==> config.mk <==
export PLATFORM = sky130hd
export DESIGN_NAME = sb_rr_arbiter
export DESIGN_NICKNAME = d
export VERILOG_FILES = /design/src/rtl/sb_rr_arbiter.sv
export SDC_FILE = /design/constraint.sdc
export NUM_CORES = 1
export LEC_CHECK = 0
export CELL_PAD_IN_SITES_DETAIL_PLACEMENT = 0
export CELL_PAD_IN_SITES_GLOBAL_PLACEMENT = 1
export CORE_AREA = 5 5 571 573
export DETAILED_ROUTE_END_ITERATION = 10
export DIE_AREA = 0 0 576 578
export GPL_ROUTABILITY_DRIVEN = 0
export PLACE_DENSITY = 0.41
export SLEW_MARGIN = 20
export SYNTH_ARGS = -nofsm -noshare
export SYNTH_HDL_FRONTEND = slang
export SYNTH_SLANG_ARGS = --single-unit
==> constraint.sdc <==
create_clock -name clk -period 16.5 [get_ports clk]
set_input_delay 4.95 -clock clk [delete_from_list [all_inputs] [get_ports clk]]
set_output_delay 4.95 -clock clk [all_outputs]
set_load 0.02 [all_outputs]
==> src/rtl/sb_rr_arbiter.sv <==
// -----------------------------------------------------------------------------
// sb_rr_arbiter
//
// Round-robin arbiter merging N switchboard-style streams (data/dest/last/
// valid/ready) into a single output stream. The output is a one-entry
// registered stage that sustains one beat per cycle with out_ready held high.
//
// Optional feature (compile-time macro SB_ARB_PKT_LOCK_EN):
//   defined   - packet locking: a granted input keeps the output until the
//               beat carrying its last flag, so packets stay contiguous.
//   undefined - every accepted beat ends the grant; beats from different
//               sources may interleave and out_src tags each one.
//
// Parameters:
//   N   number of input streams (N >= 2)
//   DW  data width in bits
//   SW  width of the source index ($clog2(N))
//
// Ports:
//   clk        clock, all state updates on the rising edge
//   rst        asynchronous active-high reset
//   in_data    N*DW  input data, port i at [i*DW +: DW]
//   in_dest    N*32  input destination, port i at [i*32 +: 32]
//   in_last    N     last-beat flag per input port
//   in_valid   N     beat-valid per input port
//   in_ready   N     beat-accept per input port (at most one bit set)
//   out_data   DW    registered beat data
//   out_dest   32    registered destination
//   out_last   1     registered last flag
//   out_src    SW    index of the input that supplied the current beat
//   out_valid  1     output beat valid
//   out_ready  1     downstream accept
// -----------------------------------------------------------------------------
module sb_rr_arbiter #(
  parameter int N  = 4,
  parameter int DW = 256,
  parameter int SW = $clog2(N)
) (
  input  logic            clk,
  input  logic            rst,
  input  logic [N*DW-1:0] in_data,
  input  logic [N*32-1:0] in_dest,
  input  logic [N-1:0]    in_last,
  input  logic [N-1:0]    in_valid,
  output logic [N-1:0]    in_ready,
  output logic [DW-1:0]   out_data,
  output logic [31:0]     out_dest,
  output logic            out_last,
  output logic [SW-1:0]   out_src,
  output logic            out_valid,
  input  logic            out_ready
);

  // First valid port found scanning p, p+1, ... modulo N. The loop runs from
  // the farthest offset down so the nearest hit is the one left standing.
  function automatic logic [SW-1:0] rr_pick(input logic [N-1:0] v,
                                            input logic [SW-1:0] p);
    int idx;
    rr_pick = p;
    for (int k = N - 1; k >= 0; k--) begin
      idx     = (int'(p) + k) % N;
      rr_pick = v[idx[SW-1:0]] ? idx[SW-1:0] : rr_pick;
    end
  endfunction

  logic          slot_free_s;
  logic          sel_ok_s;
  logic          load_s;
  logic          grant_end_s;
  logic [SW-1:0] sel_s;
  logic [SW-1:0] rr_sel_s;
  logic [SW-1:0] ptr_next_s;
  logic [SW-1:0] ptr_r;

  assign slot_free_s = !out_valid || out_ready;
  assign rr_sel_s    = rr_pick(in_valid, ptr_r);
  assign load_s      = slot_free_s && sel_ok_s;

  // Priority moves to the port just after the one whose grant ended.
  assign ptr_next_s  = (sel_s == SW'(N - 1)) ? {SW{1'b0}} : (sel_s + SW'(1));

`ifdef SB_ARB_PKT_LOCK_EN
  logic          locked_r;
  logic [SW-1:0] lock_port_r;

  // Port selection: a locked packet owns the output even while it idles.
  always_comb begin
    sel_s    = rr_sel_s;
    sel_ok_s = |in_valid;
    if (locked_r) begin
      sel_s    = lock_port_r;
      sel_ok_s = in_valid[lock_port_r];
    end else begin
      sel_s    = rr_sel_s;
      sel_ok_s = |in_valid;
    end
  end

  assign grant_end_s = load_s && in_last[sel_s];

  // Lock state: engaged by a non-last beat, released by the last beat.
  always_ff @(posedge clk or posedge rst) begin
    if (rst) begin
      locked_r    <= 1'b0;
      lock_port_r <= {SW{1'b0}};
    end else if (load_s) begin
      if (in_last[sel_s]) begin
        locked_r <= 1'b0;
      end else begin
        locked_r    <= 1'b1;
        lock_port_r <= sel_s;
      end
    end
  end
`else
  // Port selection: pure round-robin, every beat re-arbitrated.
  always_comb begin
    sel_s    = rr_sel_s;
    sel_ok_s = |in_valid;
  end

  assign grant_end_s = load_s;
`endif

  // Accept strobe: only the selected port, only when the output slot frees.
  // Held low during reset so no source believes a beat was taken.
  always_comb begin
    in_ready = {N{1'b0}};
    for (int i = 0; i < N; i++) begin
      in_ready[i] = !rst && load_s && (sel_s == SW'(i));
    end
  end

  // Round-robin priority pointer.
  always_ff @(posedge clk or posedge rst) begin
    if (rst) begin
      ptr_r <= {SW{1'b0}};
    end else if (grant_end_s) begin
      ptr_r <= ptr_next_s;
    end
  end

  // Output stage: load the selected beat, drain to empty, or hold.
  always_ff @(posedge clk or posedge rst) begin
    if (rst) begin
      out_valid <= 1'b0;
      out_data  <= {DW{1'b0}};
      out_dest  <= 32'h0000_0000;
      out_last  <= 1'b0;
      out_src   <= {SW{1'b0}};
    end else if (load_s) begin
      out_valid <= 1'b1;
      out_data  <= in_data[int'(sel_s)*DW +: DW];
      out_dest  <= in_dest[int'(sel_s)*32 +: 32];
      out_last  <= in_last[sel_s];
      out_src   <= sel_s;
    end else if (slot_free_s) begin
      out_valid <= 1'b0;
    end
  end

endmodule

; ---- After elaboration in Yosys (flattened, before gate mapping)
; Index checks and enable logic that the tools add are counted.
[classes]
eq_ne = 3
order_cmp = 5
reduce_logical = 12
shift = 2
addsub = 4
muxes = 17
[ops]
columns = cell, count
row1 = 1024-bit by 11-bit indexed part select with 256-bit output, 1
row2 = 128-bit by 8-bit indexed part select with 32-bit output, 1
row3 = "2-bit by 3-bit < comparator with 1-bit output, second input constant", 5
row4 = 1-bit binary-select mux with 2-bit select, 5
row5 = 2-bit 2-to-1 mux, 5
row6 = 1-bit 2-to-1 mux, 7
row7 = 1-bit logical AND, 6
row8 = "2-bit by 1-bit adder with 2-bit output, second input constant", 2
row9 = "2-bit adder, second input constant", 2
row10 = "2-bit == test, second input constant", 2
row11 = 4-bit OR reduction, 1
row12 = "2-bit by 1-bit == test with 1-bit output, second input constant", 1
row13 = 1-bit zero test, 2
row14 = 2-bit zero test, 1
row15 = 2-bit nonzero test, 1
row16 = 1-bit logical OR, 1
[totals]
in_bits = 1163
out_inout_bits = 296
regBits = 294

; ---- Depth between registers and ports, before layout
[logic_depth]
ltp_word = 9
mapped_depth = 9

; ---- Least setup slack after synthesis
; Ideal clock, no wire load.
[synth_timing]
kind = in2out
startpoint = input port rst
endpoint = output port in_ready[2]
stages = 2
slack_ns = -0.397
t_arrival_ns = 11.947
path_cell_list = inv_1 and3_1
[synth_via]
elab_chain_cells = 3
[synth_lines]
columns = item, line_no
row1 = start: declaration, 40  ; input logic rst,
row2 = 1-bit zero test (no source line), n/a
row3 = 1-bit logical AND (2 in series), 130  ; in_ready[i] = !rst && load_s && (sel_s == SW'(i));
row4 = end: declaration, 45  ; output logic [N-1:0] in_ready,
; No other way between the ends.

; ---- Worst setup path after layout
[layout_timing]
startpoint = input port in_valid[0]
endpoint = output port in_ready[3]
[layout_via]
elab_chain_cells = 8
elab_cells_between_ends = 17
classes_between = eq/ne (1) / mux (12) / reduce/logical (4)
[layout_lines]
columns = item, line_no
row1 = start: declaration, 44  ; input logic [N-1:0] in_valid,
row2 = 1-bit binary-select mux with 2-bit select, 62  ; rr_pick = v[idx[SW-1:0]] ? idx[SW-1:0] : rr_pick;
row3 = 1-bit 2-to-1 mux (implied by the code), 62
row4 = 2-bit 2-to-1 mux (4 in series), 62
row5 = 2-bit == test, 130
row6 = 1-bit logical AND *, 130
; Mark *: on every way between the ends. The rest lies on a longest branch, timed or not. The select of a mux whose other input is x is not followed.

==> summary.txt <==
Outcome
  • Outcome: finished clean

Clocking
  • H-tree Lvls: 2
  • Hold buffers post-CTS: 0
  • CTS tree: yes
  • CTS Root Cell: clkbuf_16
  • Worst-case clock buffer depth: 3
  • Clock-pin slew on the worst setup and hold paths: 0.06 ns
  • Cts repair resizes: 0
  • Clock Latency Late Sink: 0.72 ns
  • Post-CTS Setup Repair Bufs: 0
  • TritonCTS Buffers: 48
  • # clock sinks: 294

Synthesis
  • Sequential area share after synthesis: 0.347
  • Seq cells post-synth: 294
  • Number of library cell types mapped by synthesis: 30
  • Ys async rst share: 1.00
  • Yosys warns: 0
  • Synthesized area: 21200 sq um
  • Synthesized area per cell: 9.12 sq um
  • Post-synth EDFFs: 0
  • Synthesized Nets: 3489
  • Top FF cell, synth: dfrtp_1
  • Synthesized instance count: 2325

Floorplanning
  • CORE AREA: 320000 sq um
  • Initial Utilization: 0.0662
  • Die area: 333000 sq um
  • Rows: 208
  • Width of the die: 576 um
  • Die height: 578 um
  • IO Count: 1459

Pwr
  • Cell Pwr Density: 148 nW/um^2
  • Peak supply drop: 0.0826 mV
  • P_leak: 0.0152 uW

Place
  • I/O Buffers: 1458
  • Hpwl dp: 198000 um

GRT
  • Number of global-route vias before repair: 26600
  • Total global-route track usage: 0.134
  • Grt total ovfl: 0
  • Pin count of the biggest net entering global routing: 106
  • First-pass GRT wire length: 296000 um
  • Initial antenna violation count: 130

Finish
  • Area delta synth->final: 98.0%
  • Layout Utilization: 0.131
  • Layout cells sized above 1: 0.0999
  • FILL cells: 36700
  • Nets: 4799

STA
  • Max-slew headroom: 0.254
  • Period utilisation layout: 0.782
  • Setup Total Neg Slack: 0 ns
  • Fmax: 77.5 MHz
  • Clk_skew: 0.0585 ns
  • Setup-failing EPs final: 0
  • Final hold vios: 0
  • Fin crit period: 12.90 ns
  • RSZ-0062 raised after global routing: no
  • Slew Limit Fails: 0
  • Least-Margin Pin Slew: 1.12 ns

Drt
  • Via count: 25100
  • First drt pass iteration count: 4
  • 1st-iter DRT viols: 1285
  • Wire per inst: 29.9 um
  • DRC: 0
  • Vias/cell: 3.19
  • Post-Route WL: 236000 um
  • Post-DRT Antenna Nets: 0

Job
  • Maximum Capacitance Violations: 0

Critical path
  • Crit path max fanout: 18
  • R2R Path Start: ptr_r[0]
  • Crit path required time: 11.55 ns
  • Startpoint Class: input port
  • CP Launch Point: in_valid[0]
  • CP arrival: 7.95 ns
  • Crit Path Category: input port to primary output
  • CP endpoint kind: primary output

Min path
  • Worst Hold Class: register to register
  • Hold wc startpoint: out_data[9]
state kept, by name, indices dropped and copies added, names as in the netlist:
| signal | flops |
|---|---|
| out_src | 2 |
| out_data | 256 |
| out_valid | 1 |
| out_last | 1 |
| out_dest | 32 |
| ptr_r | 2 |
final timing paths:
path / endpoint / slack (ns) / cells past startpoint
worst max-delay path: in_ready[3] / 3.60 / 7
worst min-delay path: out_data[9] / 0.56 / 2
worst max register to register: out_data[125] / 12.19 / 7
worst min register to register: out_data[9] / 0.56 / 2
max in group asynchronous: out_dest[14] / 9.30 / 6
min in group asynchronous: out_data[61] / 4.82 / 2
critical path, cell delays in order:
cell and delay (ns):
clkdlybuf4s50_1 0.49, nor2_1 0.17, a211o_4 0.33, and3_4 0.52, nand2_1 0.09, nor3_1 0.60
clkdlybuf4s50_1 0.79
per-layer routing:
metal  routed length, um  vias to the layer above  track usage
li1                    -                    11200            -
met1               96500                    12300        0.160
met2              108000                     1226        0.221
met3               26000                      316       0.0666
met4                4750                       90       0.0225
met5                 585                        -            0
report_power, final:
| group | internal (uW) | switching, uW | leakage (uW) |
|---|---|---|---|
| registers | 1050 | 255 | 0.00326 |
| logic | 1370 | 2390 | 0.0112 |
| clock network | 681 | 467 | 0.000810 |
| total | 3100 | 3110 | 0.0152 |
layout by cell type (no fill, tap or decap), drive strengths merged:
master	synthesis	final
a211o	1	1
a211oi	578	578
a21o	1	1
a21oi	2	2
a221o	1	1
a31oi	289	289
and3	2	2
buf	99	64
bufinv	0	5
clkbuf	159	71
clkdlybuf4s50	0	1454
clkinv	1	4
clkinvlp	0	6
dfrtp	294	294
diode	0	9
ha	1	1
inv	292	294
mux2i	289	289
nand2	7	7
nor2	294	294
nor2b	4	4
nor3	1	1
nor4	3	3
o211ai	1	1
o21a	1	1
o21ai	5	5
cell type report:
class	count	area, sq um	share of cell area
Sequential cell	294	7360	0.175
Clock buffer	71	1450	0.0345
Multi-Input combinational cell	1480	11500	0.273
Antenna cell	9	22.5	0.000536
Tap cell	4200	5260	0.125
Inverter	293	1120	0.0267
Timing Repair Buffer	1518	15100	0.360
Clock inverter	16	225	0.00536
synthesized netlist by cell type (2+ instances only):
master,n,area [sq um]
inv_1,292,1100
o21ai_1,3,15.0
nand2_1,7,26.3
nor2b_1,4,25.0
a211oi_2,209,2620
a31oi_1,289,1810
dfrtp_1,294,7360
buf_1,6,22.5
a211oi_1,369,2770
mux2i_1,289,2890
nor4_1,3,18.8
buf_4,27,203
buf_6,32,360
o21ai_0,2,10.0
buf_2,33,165
and3_1,2,12.5
clkbuf_1,159,597
nor2_1,293,1100
stage by stage:
step	hold WS (ns)	power, uW	instances	area (sq um)	setup slack (ns)
2_1_floorplan	0.507	2930	2325	21200	1.60
3_3_place_gp	0.549	5200	7784	40300	3.39
3_5_place_dp	0.555	5200	7784	40300	3.47
4_1_cts	0.566	6430	7871	42000	3.45
5_1_grt	0.585	6560	7874	42000	3.41
6_report	0.561	6210	7881	42000	3.60
kinds of logic after synthesis:
family	after synthesis	synth area share
buffers and inverters	551	0.116
AO/OA/AOI/OAI	879	0.343
adder cells (fa/ha/maj)	1	0.000590
multiplexers	289	0.136
flip-flops	294	0.347
AND/OR/NAND/NOR	311	0.0565
Note: power is estimated with default switching activity, not from simulation.
